===== config.mk =====
export PLATFORM = sky130hd
export DESIGN_NAME = core_run_ctrl
export DESIGN_NICKNAME = d
export VERILOG_FILES = /design/src/rtl/core_run_pkg.sv /design/src/rtl/core_run_ctrl.sv
export SDC_FILE = /design/constraint.sdc
export NUM_CORES = 1
export LEC_CHECK = 0
export CORE_MARGIN = 2
export CORE_UTILIZATION = 55
export CTS_CLUSTER_DIAMETER = 60
export CTS_CLUSTER_SIZE = 30
export DETAILED_ROUTE_END_ITERATION = 10
export PLACE_DENSITY = 0.84
export SETUP_SLACK_MARGIN = 0.5
export SLEW_MARGIN = 25
export SYNTH_ARGS = -nofsm -noshare
export SYNTH_HDL_FRONTEND = slang
export SYNTH_SLANG_ARGS = --single-unit
export TNS_END_PERCENT = 20

===== constraint.sdc =====
create_clock -name clk -period 4.2 [get_ports clk]
set_input_delay 0.84 -clock clk [delete_from_list [all_inputs] [get_ports clk]]
set_output_delay 0.84 -clock clk [all_outputs]
set_load 0.005 [all_outputs]

===== src/rtl/core_run_pkg.sv =====
// Shared types for the run controller of the single-cycle RV32I core.
//
// Contents:
//   XLEN        - architectural register / PC width.
//   run_state_e - run controller FSM states (HOLD, RUN, DONE).
//   run_end_e   - reason a run ended; decoded into the halted/fault/timeout
//                 status flags.
package core_run_pkg;

  localparam int XLEN = 32;

  typedef enum logic [1:0] {
    RUN_HOLD,
    RUN_RUN,
    RUN_DONE
  } run_state_e;

  typedef enum logic [1:0] {
    END_NONE,
    END_HALT,
    END_FAULT,
    END_TIMEOUT
  } run_end_e;

endpackage : core_run_pkg


===== src/rtl/core_run_ctrl.sv =====
// Run controller for the single-cycle RV32I core.
//
// Holds the core in reset for RESET_CYCLES cycles, lets it run while counting
// cycles, and ends the run when the core reaches HALT_PC, sits on the same PC
// for two consecutive cycles, takes a misaligned access, or exhausts the
// cycle budget. A restart pulse in DONE re-runs the whole sequence.
//
// Ports:
//   clk          in   1      single clock
//   reset        in   1      synchronous, active-high
//   pc           in   XLEN   core's current PC
//   misaligned   in   1      core's misaligned-access flag for this instruction
//   restart      in   1      one-cycle pulse; honoured only in DONE
//   core_reset   out  1      reset to the core; high while in HOLD
//   running      out  1      high in RUN
//   done         out  1      high in DONE
//   halted       out  1      run ended on HALT_PC or self-loop
//   fault        out  1      run ended on misaligned access
//   timeout      out  1      run ended on cycle budget
//   cycle_count  out  XLEN   RUN cycles elapsed; frozen in DONE
//   end_pc       out  XLEN   PC sampled on the terminating cycle
//
// All outputs are registers; each is loaded from its next-state value so no
// input reaches an output combinationally.
module core_run_ctrl
  import core_run_pkg::*;
#(
  parameter int unsigned       RESET_CYCLES     = 5,
  parameter logic [XLEN-1:0]   HALT_PC          = 32'h0000_0094,
  parameter longint unsigned   MAX_CYCLES       = 300,
  parameter bit                LOOP_DETECT      = 1'b1,
  parameter bit                STOP_ON_MISALIGN = 1'b1
) (
  input  logic            clk,
  input  logic            reset,
  input  logic [XLEN-1:0] pc,
  input  logic            misaligned,
  input  logic            restart,
  output logic            core_reset,
  output logic            running,
  output logic            done,
  output logic            halted,
  output logic            fault,
  output logic            timeout,
  output logic [XLEN-1:0] cycle_count,
  output logic [XLEN-1:0] end_pc
);

  // Terminal counts, precomputed at full width so comparisons match.
  localparam logic [31:0]     HOLD_LAST  = 32'(RESET_CYCLES - 1);
  localparam logic [XLEN-1:0] CYCLE_LAST = XLEN'(MAX_CYCLES - 1);

  run_state_e      state, state_next;
  logic [31:0]     hold_cnt, hold_cnt_next;
  logic [XLEN-1:0] prev_pc, prev_pc_next;
  logic            prev_valid, prev_valid_next;
  logic [XLEN-1:0] cycle_count_next;
  logic [XLEN-1:0] end_pc_next;
  logic            halted_next, fault_next, timeout_next;
  run_end_e        end_cause;

  // Classify the current RUN cycle. The order of the tests is the priority:
  // halt PC beats self-loop beats misalign beats timeout.
  always_comb begin
    end_cause = END_NONE;
    if (pc == HALT_PC) begin
      end_cause = END_HALT;
    end else if (LOOP_DETECT && prev_valid && (pc == prev_pc)) begin
      end_cause = END_HALT;
    end else if (STOP_ON_MISALIGN && misaligned) begin
      end_cause = END_FAULT;
    end else if (cycle_count == CYCLE_LAST) begin
      end_cause = END_TIMEOUT;
    end
  end

  // Next-state and next-output logic.
  // NOTE: every signal driven here gets a default first, so no path through
  // the case leaves one unassigned and no latch is inferred.
  always_comb begin
    state_next       = state;
    hold_cnt_next    = hold_cnt;
    prev_pc_next     = prev_pc;
    prev_valid_next  = prev_valid;
    cycle_count_next = cycle_count;
    end_pc_next      = end_pc;
    halted_next      = halted;
    fault_next       = fault;
    timeout_next     = timeout;

    unique case (state)
      RUN_HOLD: begin
        if (hold_cnt == HOLD_LAST) begin
          state_next       = RUN_RUN;
          hold_cnt_next    = '0;
          // Entering RUN: the first PC must never match a stale prev_pc.
          prev_valid_next  = 1'b0;
          cycle_count_next = '0;
        end else begin
          hold_cnt_next = hold_cnt + 32'd1;
        end
      end

      RUN_RUN: begin
        if (end_cause != END_NONE) begin
          state_next   = RUN_DONE;
          end_pc_next  = pc;
          halted_next  = (end_cause == END_HALT);
          fault_next   = (end_cause == END_FAULT);
          timeout_next = (end_cause == END_TIMEOUT);
        end else begin
          // The terminating cycle itself is not counted.
          cycle_count_next = cycle_count + XLEN'(1);
          prev_pc_next     = pc;
          prev_valid_next  = 1'b1;
        end
      end

      RUN_DONE: begin
        if (restart) begin
          state_next       = RUN_HOLD;
          hold_cnt_next    = '0;
          prev_valid_next  = 1'b0;
          cycle_count_next = '0;
          end_pc_next      = '0;
          halted_next      = 1'b0;
          fault_next       = 1'b0;
          timeout_next     = 1'b0;
        end
      end

      default: begin
        state_next = RUN_HOLD;
      end
    endcase
  end

  // NOTE: state registers use non-blocking assignments so every register
  // samples the pre-edge values, independent of statement order.
  always_ff @(posedge clk) begin
    if (reset) begin
      state       <= RUN_HOLD;
      hold_cnt    <= '0;
      prev_pc     <= '0;
      prev_valid  <= 1'b0;
      cycle_count <= '0;
      end_pc      <= '0;
      halted      <= 1'b0;
      fault       <= 1'b0;
      timeout     <= 1'b0;
      core_reset  <= 1'b1;
      running     <= 1'b0;
      done        <= 1'b0;
    end else begin
      state       <= state_next;
      hold_cnt    <= hold_cnt_next;
      prev_pc     <= prev_pc_next;
      prev_valid  <= prev_valid_next;
      cycle_count <= cycle_count_next;
      end_pc      <= end_pc_next;
      halted      <= halted_next;
      fault       <= fault_next;
      timeout     <= timeout_next;
      // State decodes are registered from the next state so they track
      // the state register exactly without a combinational output path.
      core_reset  <= (state_next == RUN_HOLD);
      running     <= (state_next == RUN_RUN);
      done        <= (state_next == RUN_DONE);
    end
  end

endmodule : core_run_ctrl


==> results.yml <==
yosys:
  ys.flop_type: "dfxtp_1"
  seq_area_frac_synth_pct: 42.8
  synth_top_cells_by_count: "137 x dfxtp_1, 87 x nand3_1, 86 x nand2_1"
  yosysMostFrequentCell: "dfxtp_1"
  synth_warnings: 0
  syn_nets: 828
  synth_edf_count: 0
  synth_seq_cells: 137
  synth_top_area_share_pct: 42.8
  syn_inst: 789
  synth_area_mm2: 0.00640
  yosysUniqueCellTypes: 55
  avgSynthCellArea_um2: 8.12
  yosysTopAreaCell: "dfxtp_1"
  ys_top_cells_by_area: "dfxtp_1 43%, nand3_1 6.8%, xor2_1 5.5%"
  async_flop_share_pct: 0
pwr:
  seqPwrFrac_pct: 45.0
  leakage_nw: 2.78
  intPower_mw: 2.27
  p_switching_uw: 702
  switching_share_pct: 23.7
  powerDensity_mw_per_mm2: 365
  p_comb_share_pct: 8.0
  pwr-share-clk_pct: 47.0
  vdd_drop_max_v: 0.000292
global_route:
  grt_start_max_net_pins: 51
  grt_first_pass_wirelength_um: 29000
  track_usage_pct: 28.5
  overflow: 0
  antenna_found_initial: 0
  first_global_vias: 6016
cells_and_area:
  final_cell_area_mm2: 0.00812
  area_growth_pct: 26.8
  drive_above_1_share_pct: 6.05
  num_antenna_cells: 0
  num-nets-final: 921
setup_path:
  start_kind: "input port"
  worstPathRequired_ns: 4.51
  cp_max_fo: 24
  arrival_ns: 3.69
  end_kind: "register"
  criticalPathCategory: "in -> reg"
place:
  hpwl_um: 12200
  placed_area_mm2: 0.00758
  gp_congestion: 0.893
  port_buffers: 105
die:
  start_util_pct: 56.3
  die_x_um: 112
  io_pins: 106
  fp.coreArea_mm2: 0.0114
  die_h_um: 112
  dieArea_mm2: 0.0125
  row_count: 39
hold_path:
  hold_path_class: "reg -> reg"
clock_tree:
  hold_buffers: 0
  clk_latency_ns: 0.42
  cts_tree: "built"
  cts_resized: 0
  post_cts_buffers: 0
  cts_root_buf: "clkbuf_16"
  cts_num_sinks: 137
  htree_levels: 4
  cts-buffers-inserted: 17
  clock_path_buffers: 2
  cts.clk_slew.worst_paths_ns: 0.06
timing:
  relSlewSlack_pct: 32.2
  final.setup.tns_ns: 0
  fin_crit_sh_pct: 80.4
  tightestPinTransition_ns: 1.01
  hold_viol: 0
  min_period_ns: 3.38
  rsz0062_at_grt: "false"
  holdWs_ns: 0.473
  skew_ns: 0.00749
  setup_viol: 0
  report.final.slew_viol_count: 0
  max_freq_mhz: 296
drt:
  routed_via_density: 6.16
  route.vias.total: 6385
  first_pass_iters: 5
  wl_per_cell_um: 17.3
  wirelength_um: 17900
  drc: 0
  drtIter0Drc: 506
  ant_nets: 0
status:
  status: "finished, final reports clean"
job:
  maxCapViolations: 0
[cell type report]
| type | count | area (um2) |
|---|---|---|
| tap | 143 | 179 |
| clock buffer | 22 | 474 |
| timing repair buffer | 118 | 1140 |
| multi-input combinational | 588 | 3440 |
| fill | 891 | 3250 |
| inverter | 20 | 75.1 |
| clock inverter | 8 | 72.6 |
| sequential | 137 | 2740 |
[stage by stage]
step	std cells	setup slack [ns]	util (%)	total power, mW
finish	1036	0.823	71.5	2.97
global route	1036	0.635	71.5	3.07
CTS	1036	0.871	71.5	2.97
detailed placement	1006	0.491	66.6	1.60
global placement	1006	0.580	66.6	1.59
floorplan	789	1.46	-	1.49
[state kept, by name, indices dropped and copies added, names as in the netlist]
signal and count:
core_reset 1, cycle_count 32, done 1, end_pc 32, fault 1, halted 1
hold_cnt 32, prev_pc 32, prev_valid 1, running 1, state 2, timeout 1
[cells in the final DEF (no fill, tap or decap), drive strengths merged, types with 2 or more instances in the layout]
cell type      synthesis  layout
nand3                 88      88
nor4b                  6       6
clkdlybuf4s50          0     104
and2                   2       2
nor2                  72      72
and3                   5       5
inv                   20      20
a21oi                 64      64
buf                    5      14
nor4                  37      37
o31ai                  3       3
nand2                 86      86
a21o                   5       5
mux2i                 33      33
or4                    3       3
nand4                 17      17
a311oi                10      10
clkbuf                39      22
nand2b                 3       3
nor3                  14      14
xor2                  40      40
nand3b                 2       2
o21ai                 38      38
nor2b                  2       2
clkinv                 0       4
dfxtp                137     137
o31a                   2       2
xnor2                  3       3
and4                   2       2
a31oi                  6       6
or3                   24      24
or2                    3       3
o22ai                  2       2
ha                     3       3
clkinvlp               0       3
o21bai                 2       2
[final timing paths]
check        slack, ns         endpoint            from  cells after the start
max               0.82  cycle_count[16]          pc[21]                      8
min reg2reg       0.47        end_pc[0]       end_pc[0]                      2
min               0.47        end_pc[0]       end_pc[0]                      2
max reg2reg       1.02  cycle_count[16]  cycle_count[0]                      8
[routing by layer]
layer  vias to the layer above  global-route usage, %  share of wire (%)
li1                       3025                      -                  -
met1                      3056                   34.9                 40
met2                       265                   47.8                 50
met3                        39                   6.21                6.6
met4                         0                   13.1                2.8
met5                         -                      0                  0
[logic make-up (layout without fill, tap and decap cells)]
logic type,count (synthesis),count (layout),synth area share (%)
simple gates,369,369,29.0
compound gates,140,140,12.7
mux,33,33,5.16
flops,137,137,42.8
xor+xnor,43,43,5.88
buf+inv,64,168,3.93
fa+ha+maj,3,3,0.586
[power groups by stage]
stage	logic, mW	clock network (mW)	registers, mW
5_1_grt	0.257	1.47	1.34
2_1_floorplan	0.127	0	1.36
6_report	0.238	1.39	1.34
4_1_cts	0.236	1.40	1.34
3_3_place_gp	0.226	0	1.36
3_5_place_dp	0.233	0	1.36
[critical path: stages]
cell             delay, ns
clkdlybuf4s50_1       0.49
xor2_1                0.20
nor4_1                0.33
nand4_1               0.19
o31ai_1               0.61
or3_1                 0.71
nor3_1                0.12
a21o_1                0.19
(Power assumes the default switching activity.)
==> RTL change 1: new RTL, same flow settings <==
Set the package constant `XLEN` to 16 (it was 32).
--- a/src/rtl/core_run_pkg.sv
+++ b/src/rtl/core_run_pkg.sv
@@ -7,7 +7,7 @@
 //                 status flags.
 package core_run_pkg;
 
-  localparam int XLEN = 32;
+  localparam int XLEN = 16;
 
   typedef enum logic [1:0] {
     RUN_HOLD,
Ports: changed (resized cycle_count, end_pc and pc); port bits go from 106 to 58. The function was not compared with the original's and may differ.
==> RTL change 1 against the unedited design <==
Critical path depth down 1. Power shrank 43%. Sequential cell count down 48. Clock power down 53%. Highest routed layer unchanged. First-iteration DRC count shrank 24%. Final area shrank 35%. Wire length fell by 37%. Combinational power is 27% lower. Setup slack improved by 0.072 ns. Synthesized area decreased by 30%. Sequential power shrank 35%. Hold slack better by 0.018 ns.
==> RTL change 1: results (changes against the unedited design) <==
status:
  outcome: "finished clean"
power:
  irDropWorstVdd_v: 0.000162  # -45%
  internal-power_uw: 1260  # -44%
  power.leakage_uw: 0.00178  # -36%
  clkPwrFrac: 0.387  # -0.083
  p_seq_frac: 0.511  # +0.061
global_route:
  use_met2: 0.388  # -0.0909
  grtUsageTotal: 0.254  # -0.0304
  grt_max_degree: 83  # +63%
  grt_pass1_wl_mm: 18.2  # -37%
place:
  placedCellCount: 680  # -32%
  dp_slack_ns: 0.522  # +0.0304 ns
  portBuffers: 57  # -46%
  place_area_um2: 5080  # -33%
  gp_congestion: 0.844  # -5.6%
yosys:
  yosysSeqAreaShare: 0.400  # -0.0287
  synth_common_cells: "dfxtp_1 (89), nor2_1 (56), nand2_1 (47), a21oi_1 (41), o21ai_0 (36)"
  synth.area.top_cells: "dfxtp_1 (40%), nor2_1 (4.7%), a21oi_1 (4.6%), mux2i_1 (4.0%), o21ai_0 (4.0%)"
  syn-num-nets: 567  # -32%
worst_setup_path:
  critPathArrivalTime_ns: 3.56  # -0.13 ns
  slowest_delay_ns: 0.64  # -0.07 ns
  path_max_fanout: 14  # -42%
  cp_slowest_cell: "or4bb_2"
clock_network:
  clk_pin_slew_ns: 0.09  # +0.03 ns
  cts_buffers: 9  # -8
  cts_root_buf: "clkbuf_8"
  htree_levels: 3  # -1
route:
  wl_met1_mm: 5.16  # -29%
  wire_per_inst_um: 16.1  # -6.5%
  route.vias.total: 4377  # -31%
finish:
  layout-drive-gt1-share: 0.0589  # -0.00155
  nFillCells: 628  # -30%
sta:
  tightest_slew_ns: 0.838  # -0.169 ns
  finalClockSkew_ns: 0.0142  # +0.00676 ns
RTL change 1: worst paths after layout:
kind                                 from                           end  slack (ns)  depth (start not counted)
setup / recovery                    pc[1]  cycle_count[12]$_SDFFE_PP0P_        0.89                          7
hold / removal       timeout$_SDFFE_PP0P_          timeout$_SDFFE_PP0P_        0.49                          2
setup reg to reg  prev_pc[1]$_SDFFE_PP0P_  cycle_count[12]$_SDFFE_PP0P_        1.56                          6
hold reg to reg      timeout$_SDFFE_PP0P_          timeout$_SDFFE_PP0P_        0.49                          2
RTL change 1: cell type report:
class                   instances  share of cell area
clock inverters                 7              0.0188
repair buffers                 63               0.116
multi-input cells             417               0.476
inverters                       9             0.00636
flip-flops and latches         89               0.335
clock buffers                   9              0.0233
well taps                     102              0.0240
RTL change 1: kinds of logic after synthesis:
logic type	share of synthesized area
compound gates	0.182
xor+xnor	0.0491
fa+ha+maj	0.00842
buf+inv	0.0373
flops	0.400
mux	0.0404
simple gates	0.284
==> RTL change 2: new RTL, config.mk and constraints unchanged <==
Without the edit above. Register the output `end_pc` once more; this adds one clock of latency there. The other outputs are not delayed to match. Comments in the files are not updated.
--- a/src/rtl/core_run_ctrl.sv
+++ b/src/rtl/core_run_ctrl.sv
@@ -50,6 +50,8 @@
   localparam logic [31:0]     HOLD_LAST  = 32'(RESET_CYCLES - 1);
   localparam logic [XLEN-1:0] CYCLE_LAST = XLEN'(MAX_CYCLES - 1);
 
+  logic [XLEN-1:0] end_pc_s0;
+
   run_state_e      state, state_next;
   logic [31:0]     hold_cnt, hold_cnt_next;
   logic [XLEN-1:0] prev_pc, prev_pc_next;
@@ -83,7 +85,7 @@
     prev_pc_next     = prev_pc;
     prev_valid_next  = prev_valid;
     cycle_count_next = cycle_count;
-    end_pc_next      = end_pc;
+    end_pc_next      = end_pc_s0;
     halted_next      = halted;
     fault_next       = fault;
     timeout_next     = timeout;
@@ -144,7 +146,7 @@
       prev_pc     <= '0;
       prev_valid  <= 1'b0;
       cycle_count <= '0;
-      end_pc      <= '0;
+      end_pc_s0   <= '0;
       halted      <= 1'b0;
       fault       <= 1'b0;
       timeout     <= 1'b0;
@@ -157,7 +159,7 @@
       prev_pc     <= prev_pc_next;
       prev_valid  <= prev_valid_next;
       cycle_count <= cycle_count_next;
-      end_pc      <= end_pc_next;
+      end_pc_s0   <= end_pc_next;
       halted      <= halted_next;
       fault       <= fault_next;
       timeout     <= timeout_next;
@@ -169,5 +171,9 @@
     end
   end
 
+  always_ff @(posedge clk) begin
+    end_pc <= end_pc_s0;
+  end
+
 endmodule : core_run_ctrl
 
Behaviour: not the same (a bounded check fails within 10 cycles, from zero or initial values and one cycle with reset high).
==> RTL change 2 against the unedited design <==
Synthesized area increased by 17%. Via count increased by 11%. Highest routed layer unchanged. Core utilization decreased by 1.7 points. Clock power increased by 13%. Count of clock-buffer cells in the layout decreased by 5. Critical path depth unchanged. Largest power group is now registers. Power increased by 17%. Sequential cell count increased by 32. Critical endpoint is now end_pc_s0[16]$_SDFFE_PP0P_. Setup slack improved by 0.44 ns. Die area increased by 16%. Combinational power increased by 3%. Synthesized cell count increased by 9.6%. Final area increased by 14%. Wire length increased by 8.1%.
==> RTL change 2: results (changes against the unedited design) <==
route:
  wire_per_inst_um: 17.1  # -0.91%
  wl_met1_mm: 8.42  # +16%
  via_per_inst: 6.28  # +1.8%
  wl_met3_mm: 1.23  # +4.1%
  dr.first_iter.drc_count: 971  # +92%
  wl_met2_mm: 9.22  # +2.8%
clock_network:
  worst_skew_pair.late_latency_ns: 0.44  # +0.02 ns
  clk_pin_slew_ns: 0.06  # about the same
worst_setup_path:
  timing.rr.start: "cycle_count[0]$_SDFFE_PP0P_"
  slowest_delay_ns: 0.51  # -0.20 ns
  path_max_fanout: 42  # +75%
  cp_top_family: "buffers and inverters"
  critPathArrivalTime_ns: 3.28  # -0.41 ns
  cp_slowest_cell: "clkdlybuf4s50_1"
  critPathLaunch: "pc[20]"
status:
  outcome: "finished clean"
global_route:
  grtUsageTotal: 0.266  # -0.0185
  grt_pass1_wl_mm: 31.6  # +9.0%
  grt_pass1_vias: 6424  # +6.8%
  use_met1: 0.349  # about the same
  use_met2: 0.435  # -0.0437
  grt_max_degree: 69  # +35%
power:
  power.leakage_uw: 0.00298  # +7.4%
  switching_share: 0.246  # +0.00952
  irDropWorstVdd_v: 0.000262  # -10%
finish:
  num-nets-final: 980  # +6.4%
  layout-drive-gt1-share: 0.0776  # +0.0171
place:
  hpwl_mm: 12.2  # about the same
yosys:
  synth.avg_cell_area_um2: 8.65  # +6.6%
  synth.area.top_cells: "dfxtp_1 (45%), a21oi_1 (5.7%), nand4_1 (5.2%), xnor2_1 (4.2%), o21ai_0 (4.0%)"
  synth.distinct_cells: 58  # +5.5%
  synth_common_cells: "dfxtp_1 (169), a21oi_1 (85), nand4_1 (62), o21ai_0 (60), nand3_1 (59)"
  syn-num-nets: 904  # +9.2%
  yosysSeqAreaShare: 0.452  # +0.0237
worst_hold_path:
  hold_start: "end_pc_s0[15]$_SDFFE_PP0P_"
  min_path_type: "reg2reg"
sta:
  finalClockSkew_ns: 0.00873  # +0.00124 ns
  relSlewSlack: 0.365  # +0.0424
==> RTL change 2: power by group through the flow <==
stage               logic (uW)  clock network (uW)  registers, uW
finish                     246                1570           1640
global route               267                1650           1650
CTS                        244                1580           1640
detailed placement         242                   0           1680
global placement           239                   0           1680
floorplan                  137                   0           1680
==> RTL change 2: path summary, 6_finish.rpt <==
path	end	slack, ns	cells past startpoint
worst min-delay path	end_pc[15]$_DFF_P_	0.35	0
worst max-delay path	end_pc_s0[16]$_SDFFE_PP0P_	1.27	8
worst min register to register	end_pc[15]$_DFF_P_	0.35	0
worst max register to register	state[0]$_SDFF_PP0_	1.27	8
==> RTL change 2: area by class of cell <==
| cell class | count | area, um^2 |
|---|---|---|
| multi-input cells | 614 | 3800 |
| repair buffers | 123 | 1180 |
| flip-flops and latches | 169 | 3380 |
| clock inverters | 15 | 164 |
| well taps | 176 | 220 |
| inverters | 16 | 60.1 |
| clock buffers | 17 | 425 |
| fillers | 1069 | 4010 |
==> RTL change 2: kinds of logic after synthesis <==
family                   share of synthesized area
flip-flops                                   0.452
AO/OA/AOI/OAI                                0.208
buffers and inverters                       0.0441
AND/OR/NAND/NOR                              0.232
adder cells (fa/ha/maj)                    0.00501
XOR/XNOR                                    0.0585
==> RTL change 2: stage by stage <==
step                      power, uW  hold slack, ns  cell area, um^2  instances  setup WS [ns]
after floorplan                1810           0.330             7490        865           1.75
after global placement         1920           0.333             8650       1098          0.898
after detailed placement       1920           0.337             8650       1098          0.854
after CTS                      3470           0.352             9240       1130           1.27
after global routing           3570           0.355             9240       1130          0.990
final                          3460           0.351             9240       1130           1.27
